<file path="config.mk">
export PLATFORM = sky130hd
export DESIGN_NAME = ppi_hs
export DESIGN_NICKNAME = d
export VERILOG_FILES = /design/src/rtl/ppi_hs_pkg.sv /design/src/rtl/ppi_port.sv /design/src/rtl/ppi_hs.sv
export SDC_FILE = /design/constraint.sdc
export NUM_CORES = 1
export LEC_CHECK = 0
export CORE_UTILIZATION = 35
export CTS_CLUSTER_SIZE = 16
export DETAILED_ROUTE_END_ITERATION = 10
export GPL_TIMING_DRIVEN = 0
export HOLD_SLACK_MARGIN = 0.06
export PLACE_DENSITY_LB_ADDON = 0.08
export SLEW_MARGIN = 20
export SYNTH_ARGS = -nofsm -noshare
export SYNTH_HDL_FRONTEND = slang
export SYNTH_HIERARCHICAL = 1
export SYNTH_SLANG_ARGS = --single-unit
</file>
<file path="constraint.sdc">
create_clock -name clk -period 7.8 [get_ports clk]
set_clock_uncertainty 0.15 [all_clocks]
set_input_delay 1.95 -clock clk [delete_from_list [all_inputs] [get_ports clk]]
set_output_delay 1.95 -clock clk [all_outputs]
set_load 0.05 [all_outputs]
</file>
<file path="src/rtl/ppi_hs_pkg.sv">
// ppi_hs_pkg: shared constants for the multi-port handshake PPI.
//   - Control register bit positions and reset value.
//   - STATUS bit offsets within each 4-bit per-port nibble.
//   - BSR (bit set/reset) write field positions.
//   - Address map helpers, expressed as functions of the port count N.
package ppi_hs_pkg;

    // Control register: [0] dir (1 = input), [1] mode (1 = strobed), [2] inte
    localparam int          CTL_W     = 3;
    localparam int          CTL_DIR   = 0;
    localparam int          CTL_MODE  = 1;
    localparam int          CTL_INTE  = 2;
    localparam logic [2:0]  CTL_RESET = 3'b001;

    // STATUS layout: port p occupies bits [4p +: 4]
    localparam int ST_PER_PORT = 4;
    localparam int ST_IBF      = 0;
    localparam int ST_OBF      = 1;
    localparam int ST_INTR     = 2;
    localparam int ST_OVR      = 3;

    // BSR write: data[0] = value, data[4:1] = bit index, data[7:5] = port
    localparam int BSR_VAL      = 0;
    localparam int BSR_BIT_LSB  = 1;
    localparam int BSR_BIT_W    = 4;
    localparam int BSR_PORT_LSB = 5;
    localparam int BSR_PORT_W   = 3;

    function automatic int addr_data(input int p);
        return p;
    endfunction

    function automatic int addr_ctl(input int n, input int p);
        return n + p;
    endfunction

    function automatic int addr_status(input int n);
        return 2 * n;
    endfunction

endpackage

</file>
<file path="src/rtl/ppi_port.sv">
// ppi_port: one port of the PPI.
//   Holds the control register, data latch, registered pin sample,
//   stb_n/ack_n synchronisers with edge detection, and the mode-1
//   handshake state (ibf, obf_n, intr, ovr).
// Ports:
//   clk, reset        clock, asynchronous active-high reset
//   pin               port input pins
//   stb_n, ack_n      asynchronous handshake lines (active-low)
//   ctl_we/ctl_wdata  control register write strobe/data
//   data_we/data_wdata data register write strobe/data
//   bsr_we/bsr_bit/bsr_val  single-bit latch modify (already range-checked)
//   rd_start, rd_end  data-register read start / rd_n rise for this port
//   ovr_clr           STATUS read finished: clear ovr
//   ctl, rd_data      control register and data read value
//   pd_o, pd_oe       port output value and enable
//   ibf, obf_n, intr, ovr  handshake status
module ppi_port
    import ppi_hs_pkg::*;
#(
    parameter int W = 8
) (
    input  logic                 clk,
    input  logic                 reset,
    input  logic [W-1:0]         pin,
    input  logic                 stb_n,
    input  logic                 ack_n,
    input  logic                 ctl_we,
    input  logic [CTL_W-1:0]     ctl_wdata,
    input  logic                 data_we,
    input  logic [W-1:0]         data_wdata,
    input  logic                 bsr_we,
    input  logic [BSR_BIT_W-1:0] bsr_bit,
    input  logic                 bsr_val,
    input  logic                 rd_start,
    input  logic                 rd_end,
    input  logic                 ovr_clr,
    output logic [CTL_W-1:0]     ctl,
    output logic [W-1:0]         rd_data,
    output logic [W-1:0]         pd_o,
    output logic                 pd_oe,
    output logic                 ibf,
    output logic                 obf_n,
    output logic                 intr,
    output logic                 ovr
);

    logic         stb_s1, stb_s2, stb_q;
    logic         ack_s1, ack_s2, ack_q;
    logic [W-1:0] latch, pin_q;
    logic         dir, mode, inte;
    logic         m1_in, m1_out;
    logic         stb_fall, stb_rise, ack_fall, ack_rise;

    logic [CTL_W-1:0] ctl_d;
    logic [W-1:0]     latch_d;
    logic             ibf_d, obf_n_d, intr_d, ovr_d;

    assign dir    = ctl[CTL_DIR];
    assign mode   = ctl[CTL_MODE];
    assign inte   = ctl[CTL_INTE];
    assign m1_in  = dir & mode;
    assign m1_out = ~dir & mode;

    // Edges are taken between the second sync stage and the edge flop, so a
    // change first sampled on edge 1 acts on edge 3.
    assign stb_fall = stb_q & ~stb_s2;
    assign stb_rise = ~stb_q & stb_s2;
    assign ack_fall = ack_q & ~ack_s2;
    assign ack_rise = ~ack_q & ack_s2;

    assign rd_data = (dir & ~mode) ? pin_q : latch;
    assign pd_o    = latch;
    assign pd_oe   = ~dir;

    always_comb begin
        ctl_d   = ctl;
        latch_d = latch;
        ibf_d   = ibf;
        obf_n_d = obf_n;
        intr_d  = intr;
        ovr_d   = ovr;
        if (ovr_clr) begin
            ovr_d = 1'b0;
        end
        if (ctl_we) begin
            // A control write overrides any handshake event in the same cycle.
            ctl_d   = ctl_wdata;
            latch_d = '0;
            ibf_d   = 1'b0;
            obf_n_d = 1'b1;
            intr_d  = 1'b0;
            ovr_d   = 1'b0;
        end else begin
            if (m1_in) begin
                if (rd_start) intr_d = 1'b0;
                if (rd_end)   ibf_d  = 1'b0;
                // Tested against ibf_d so a same-cycle read clear lets the
                // new strobe latch its data.
                if (stb_fall) begin
                    if (ibf_d) begin
                        ovr_d = 1'b1;
                    end else begin
                        latch_d = pin;
                        ibf_d   = 1'b1;
                    end
                end
                if (stb_rise && ibf && inte) intr_d = 1'b1;
            end
            if (!dir && data_we) begin
                latch_d = data_wdata;
                if (mode) begin
                    // A write beats a same-cycle ACK fall: obf_n stays low.
                    if (!obf_n) ovr_d = 1'b1;
                    obf_n_d = 1'b0;
                    intr_d  = 1'b0;
                end
            end else if (m1_out) begin
                if (ack_fall)         obf_n_d = 1'b1;
                if (ack_rise && inte) intr_d  = 1'b1;
            end
            if (bsr_we && !dir) begin
                for (int i = 0; i < W; i++) begin
                    if (int'(bsr_bit) == i) latch_d[i] = bsr_val;
                end
            end
        end
    end

    always_ff @(posedge clk or posedge reset) begin
        if (reset) begin
            stb_s1 <= 1'b1;
            stb_s2 <= 1'b1;
            stb_q  <= 1'b1;
            ack_s1 <= 1'b1;
            ack_s2 <= 1'b1;
            ack_q  <= 1'b1;
            ctl    <= CTL_RESET;
            latch  <= '0;
            pin_q  <= '0;
            ibf    <= 1'b0;
            obf_n  <= 1'b1;
            intr   <= 1'b0;
            ovr    <= 1'b0;
        end else begin
            stb_s1 <= stb_n;
            stb_s2 <= stb_s1;
            stb_q  <= stb_s2;
            ack_s1 <= ack_n;
            ack_s2 <= ack_s1;
            ack_q  <= ack_s2;
            ctl    <= ctl_d;
            latch  <= latch_d;
            pin_q  <= pin;
            ibf    <= ibf_d;
            obf_n  <= obf_n_d;
            intr   <= intr_d;
            ovr    <= ovr_d;
        end
    end

endmodule

</file>
<file path="src/rtl/ppi_hs.sv">
// ppi_hs: N-port, W-bit programmable peripheral interface with mode-0
// latched I/O and mode-1 strobed I/O (STB/IBF, OBF/ACK, interrupt).
// Ports:
//   clk, reset              clock, asynchronous active-high reset
//   cs_n, rd_n, wr_n        CPU bus strobes, active-low, synchronous to clk
//   addr, data_in           register address, write data
//   data_out, data_oe       read data and its drive enable
//   pd_i, pd_o, pd_oe       port pins in / out / per-port output enable
//   stb_n, ibf              per-port input strobe / input buffer full
//   ack_n, obf_n            per-port output acknowledge / output buffer full
//   intr                    per-port interrupt
// Bus protocol: a write is a single event on the first clk edge that sees
// cs_n=0, wr_n=0 with the previous wr_n sample high. A read is the
// interval cs_n=0, rd_n=0, wr_n=1; its side effects happen on the edge that
// detects rd_n falling (read start) and the edge that detects rd_n rising
// (read end), both only while cs_n=0.
module ppi_hs
    import ppi_hs_pkg::*;
#(
    parameter int W  = 8,
    parameter int N  = 2,
    parameter int AW = $clog2(2*N+1)
) (
    input  logic           clk,
    input  logic           reset,
    input  logic           cs_n,
    input  logic           rd_n,
    input  logic           wr_n,
    input  logic [AW-1:0]  addr,
    input  logic [W-1:0]   data_in,
    output logic [W-1:0]   data_out,
    output logic           data_oe,
    input  logic [N*W-1:0] pd_i,
    output logic [N*W-1:0] pd_o,
    output logic [N-1:0]   pd_oe,
    input  logic [N-1:0]   stb_n,
    output logic [N-1:0]   ibf,
    input  logic [N-1:0]   ack_n,
    output logic [N-1:0]   obf_n,
    output logic [N-1:0]   intr
);

    logic wr_n_q, rd_n_q;
    logic wr_pulse, rd_start, rd_end;
    int   addr_i;

    logic [BSR_PORT_W-1:0] bsr_port;
    logic [BSR_BIT_W-1:0]  bsr_bit;
    logic                  bsr_ok;

    logic [CTL_W-1:0] port_ctl [N];
    logic [W-1:0]     port_rd  [N];
    logic [N-1:0]     port_ovr;
    logic [W-1:0]     status;
    logic [W-1:0]     rd_mux;

    always_ff @(posedge clk or posedge reset) begin
        if (reset) begin
            wr_n_q <= 1'b1;
            rd_n_q <= 1'b1;
        end else begin
            wr_n_q <= wr_n;
            rd_n_q <= rd_n;
        end
    end

    assign wr_pulse = ~cs_n & ~wr_n & wr_n_q;
    assign rd_start = ~cs_n & ~rd_n & rd_n_q & wr_n;
    assign rd_end   = ~cs_n & rd_n & ~rd_n_q;
    assign addr_i   = int'(addr);

    assign bsr_port = data_in[BSR_PORT_LSB +: BSR_PORT_W];
    assign bsr_bit  = data_in[BSR_BIT_LSB +: BSR_BIT_W];
    assign bsr_ok   = int'(bsr_bit) < W;

    for (genvar p = 0; p < N; p++) begin : g_port
        ppi_port #(.W(W)) u_port (
            .clk        (clk),
            .reset      (reset),
            .pin        (pd_i[p*W +: W]),
            .stb_n      (stb_n[p]),
            .ack_n      (ack_n[p]),
            .ctl_we     (wr_pulse && addr_i == addr_ctl(N, p)),
            .ctl_wdata  (data_in[CTL_W-1:0]),
            .data_we    (wr_pulse && addr_i == addr_data(p)),
            .data_wdata (data_in),
            .bsr_we     (wr_pulse && addr_i == addr_status(N) &&
                         int'(bsr_port) == p && bsr_ok),
            .bsr_bit    (bsr_bit),
            .bsr_val    (data_in[BSR_VAL]),
            .rd_start   (rd_start && addr_i == addr_data(p)),
            .rd_end     (rd_end && addr_i == addr_data(p)),
            .ovr_clr    (rd_end && addr_i == addr_status(N)),
            .ctl        (port_ctl[p]),
            .rd_data    (port_rd[p]),
            .pd_o       (pd_o[p*W +: W]),
            .pd_oe      (pd_oe[p]),
            .ibf        (ibf[p]),
            .obf_n      (obf_n[p]),
            .intr       (intr[p]),
            .ovr        (port_ovr[p])
        );
    end

    always_comb begin
        status = '0;
        for (int p = 0; p < N; p++) begin
            status[ST_PER_PORT*p + ST_IBF]  = ibf[p];
            status[ST_PER_PORT*p + ST_OBF]  = ~obf_n[p];
            status[ST_PER_PORT*p + ST_INTR] = intr[p];
            status[ST_PER_PORT*p + ST_OVR]  = port_ovr[p];
        end
    end

    always_comb begin
        rd_mux = '0;
        for (int p = 0; p < N; p++) begin
            if (addr_i == addr_data(p))   rd_mux = port_rd[p];
            if (addr_i == addr_ctl(N, p)) rd_mux = {{(W-CTL_W){1'b0}}, port_ctl[p]};
        end
        if (addr_i == addr_status(N)) rd_mux = status;
    end

    assign data_oe  = ~reset & ~cs_n & ~rd_n & wr_n;
    assign data_out = data_oe ? rd_mux : '0;

endmodule

</file>
==> metrics.md, run 1 <==
| Metric | Value |
|---|---|
| Starting Density | 36.4% |
| Post-Syn Instances | 344 |
| Startpoint Class | input port |
| Highest routed metal layer | met4 |
| Top cells by area, synth | dfrtp_1, dfstp_2, mux2_2 |
| Port Buffers | 67 |
| Cell-internal power | 798 uW |
| Synth Net Count | 380 |
| Drt drc | 0 |
| CP cell instances | clkdlybuf4s50_1, clkbuf_1, nor3b_1, a22oi_1, a21oi_1, clkdlybuf4s50_1 |
| Post-CTS Resized | 0 |
| Worst Hold End | g_port[0].u_port/ack_s2 |
| First-pass GRT wire length | about 15000 um |
| Wire length on met1 | 4820 um |
| Slowest stage delay, CP | 840 ps |
| Grt total ovfl | 0 |
| Fin. max-slew vios | 0 |
| Core Area | 9280 um2 |
| CTS Buf Count | 9 |
| Most frequent cells in the layout | clkdlybuf4s50_1, dfrtp_1, nor2_1, nand2_1, mux2_2 |
| Die Area | 10100 um2 |
| Final ANT Viol Nets | 0 |
| CTS sink count | 60 |
| Area share of the largest cell type after synthesis | 31.1% |
| Setup Fix Bufs, Post-CTS | 0 |
| Crit. path cell count | 6 |
| Hold Violations, Final | 0 |
| Worst r2r src | wr_n_q |
| Maximum VDD drop | 0.000115 V |
| Final core utilization | 47.7% |
| Crit-path max FO | 10 |
| Required time worst endpoint | approximately 5700 ps |
| Setup WS post-layout | 1320 ps |
| Yosys warning count | 6 |
| Share of post-route cells with drive strength above 1 | a little under a quarter |
| Die Wd | 100 um |
| Final total power | 1.35 mW |
| Leading cell type in the layout, fill and taps excluded | clkdlybuf4s50_1 |
| Post-synthesis sequential area ratio | around 45% |
| Synthesized area per cell | 9.84 um2 |
| Worst reg2reg setup slack | 5250 ps |
| Cell variety after synth | 48 |
| Clk pwr share | 22.8% |
| Fin crit period | 6480 ps |
| Power Density | ~310 nW/um2 |
| R2R cell count | 5 |
| Ys async rst share | between 90% and 100% |
| Gr usage total | 20.2% |
| Sequential share of power | between 30% and 40% |
| Final WL | about 9600 um |
| WL/cell | 17.3 um |
| I/O pins | 69 |
| Combinational share of power | 43.5% |
| Final setup violation count | 0 |
| Slew HR | 58.3% |
| Row Count | 35 |
| Nets | 458 |
| Worst slack, placed | 1350 ps |
| DR vias | 2860 |
| Tcrit/Tclk final | between 80% and 90% |
| Placer congestion estimate | between 0.8 and 0.9 |
| Clock latency on the worst-skew pair | 340 ps |
| Met2 wire len | between 4000 and 5000 um |
| Least-Margin Pin Slew | 625 ps |
| Switching Power | 555 uW |
| Critical Path Most Common Cell | clkdlybuf4s50_1 |
| Worst Path Buf+Inv | 3 |
| Mapped cell area | roughly 3400 um2 |
| HP Start | g_port[0].u_port/ack_s1 |
| Vias in the first global route | between 2k and 3k |
| Switching part of the total | 41.0% |
| Synth area leader | dfrtp_1 |
| Drt pass-1 iters | 4 |
| Layout area overhead | 31.0% |
| Setup Crit Path Kind | input port to primary output |
| Max-Cap Viols | 0 |
| RSZ-0062 raised after global routing | no |
| Pin count of the biggest net entering global routing | 30 |
| Most used DFF post-synth | dfrtp_1 |
| CTS hold repair buffers | 0 |
| Via density | 5.14 |
| Clk buf depth | 2 |
| Worst Path Arrival | 4380 ps |
| Crit path max-delay family | buffers and inverters |
| Static Leak | 1.80 nW |
| Worst-path cell with the longest stage delay | clkdlybuf4s50_1 |
| Fmax | 154 MHz |
| EDFF count, synth | 0 |
| WL met3 | between 300 and 400 um |
| Worst R2R End | g_port[1].u_port/pd_o[1] |
| Die height | about 100 um |
| DRT iter0 DRCs | around 110 |
| Setup TNS | 0 ps |
| Antenna cells | 0 |
| Critical Path End Type | primary output |
| Min-Delay Path Class | register to register |
| CTS clk-pin slew, worst paths | 70 ps |
| Critical path origin | addr[0] |
| DP HPWL | 7240 um |
| Antenna violations before repair | 0 |
| Seq cells post-synth | 60 |
| Htree depth | 3 |
| Status | finished, final reports clean |
| Hold Crit Depth | 0 |
| CTS tree | yes |
| Root Buffer | clkbuf_8 |
Yosys cell counts (4+ instances only):
library cell,instances
a211o_1,8
a21boi_0,8
a21boi_1,8
a21oi_1,4
a21oi_2,4
a31oi_1,17
buf_2,5
buf_4,4
clkbuf_1,10
dfrtp_1,42
dfstp_2,18
inv_1,13
mux2_2,25
mux2i_1,4
nand2_1,34
nand2b_1,9
nand3_1,6
nor2_1,36
nor2b_1,6
nor3_1,8
nor3b_1,6
nor4_1,4
nor4b_1,4
o21ai_0,8
o21ai_1,4
o41ai_2,8
or2_2,5
worst max path at each step:
stage	end
final	data_out[2]
after global routing	data_out[1]
after CTS	data_out[2]
after detailed placement	data_out[2]
after global placement	data_out[5]
after floorplan	data_out[5]
registers in the layout (all words and copies together), names as in the netlist:
register	flops
wr_n_q	1
g_port.u_port/stb_s1	2
g_port.u_port/pd_o	16
g_port.u_port/ack_q	2
g_port.u_port/obf_n	2
g_port.u_port/ack_s2	2
g_port.u_port/ovr	2
g_port.u_port/pin_q	16
g_port.u_port/ctl	6
g_port.u_port/stb_q	2
g_port.u_port/ack_s1	2
g_port.u_port/stb_s2	2
rd_n_q	1
g_port.u_port/intr	2
g_port.u_port/ibf	2
per-layer routing:
layer	GRT usage (%)	vias up
li1	-	1394
met4	8.58	0
met3	2.44	15
met5	0	-
met2	29.9	72
met1	29.7	1379
power groups by stage:
stage               combinational (mW)  clock (mW)  sequential, mW
finish                           0.588       0.309           0.456
global route                     0.620       0.325           0.466
CTS                              0.592       0.313           0.456
detailed placement               0.589           0           0.461
global placement                 0.589           0           0.462
floorplan                        0.217           0           0.618
area by class of cell:
class	count	area, um2
flip-flops and latches	60	1520
inverters	13	48.8
plain buffers	23	123
clock inverters	6	88.8
well taps	129	161
clock buffers	10	128
repair buffers	67	671
multi-input cells	248	1690
fillers	901	4850
metrics by stage:
stage / instance area [um2] / std cells / hold slack [ps]
4_1_cts: 4430 / 556 / 207
3_5_place_dp: 4220 / 540 / 198
2_1_floorplan: 3380 / 344 / 195
3_3_place_gp: 4220 / 540 / 196
5_1_grt: 4430 / 556 / 209
6_report: 4430 / 556 / 206
cell families after synthesis:
kind of cell	after synthesis	share of synthesized area [%]
AO/OA/AOI/OAI	82	19.1
AND/OR/NAND/NOR	137	21.3
buffers and inverters	36	5.07
flip-flops	60	45.0
multiplexers	29	9.50
Power figures use the tool's default switching activity.
==> inputs of run 2 (changes only) <==
==> constraint.sdc (replaced) <==
create_clock -name clk -period 5.6 [get_ports clk]
set_clock_uncertainty 0.15 [all_clocks]
set_input_delay 1.4 -clock clk [delete_from_list [all_inputs] [get_ports clk]]
set_output_delay 1.4 -clock clk [all_outputs]
set_load 0.05 [all_outputs]
==> results of run 2 <==
The final DEF is identical to that of run 1. Status: finished, final reports clean.
Among the figures that moved: setup slack after placement 1350 ps -> 254 ps; setup slack after layout 1320 ps -> 221 ps; register-to-register setup slack 5250 ps -> 3050 ps; total power 1.35 mW -> 1.88 mW; worst IR drop on VDD 0.000115 V -> 0.000160 V
==> inputs of run 3 (changes only) <==
--- a/config.mk
+++ b/config.mk
@@ -5,6 +5,7 @@
 export SDC_FILE = /design/constraint.sdc
 export NUM_CORES = 1
 export LEC_CHECK = 0
+export CAP_MARGIN = 20
 export CORE_UTILIZATION = 35
 export CTS_CLUSTER_SIZE = 16
 export DETAILED_ROUTE_END_ITERATION = 10
==> results of run 3 <==
The final DEF is identical to that of run 1. Status: finished, final reports clean.
Among the figures that moved: setup slack after placement 1350 ps -> 254 ps; setup slack after layout 1320 ps -> 221 ps; register-to-register setup slack 5250 ps -> 3050 ps; total power 1.35 mW -> 1.88 mW; worst IR drop on VDD 0.000115 V -> 0.000160 V
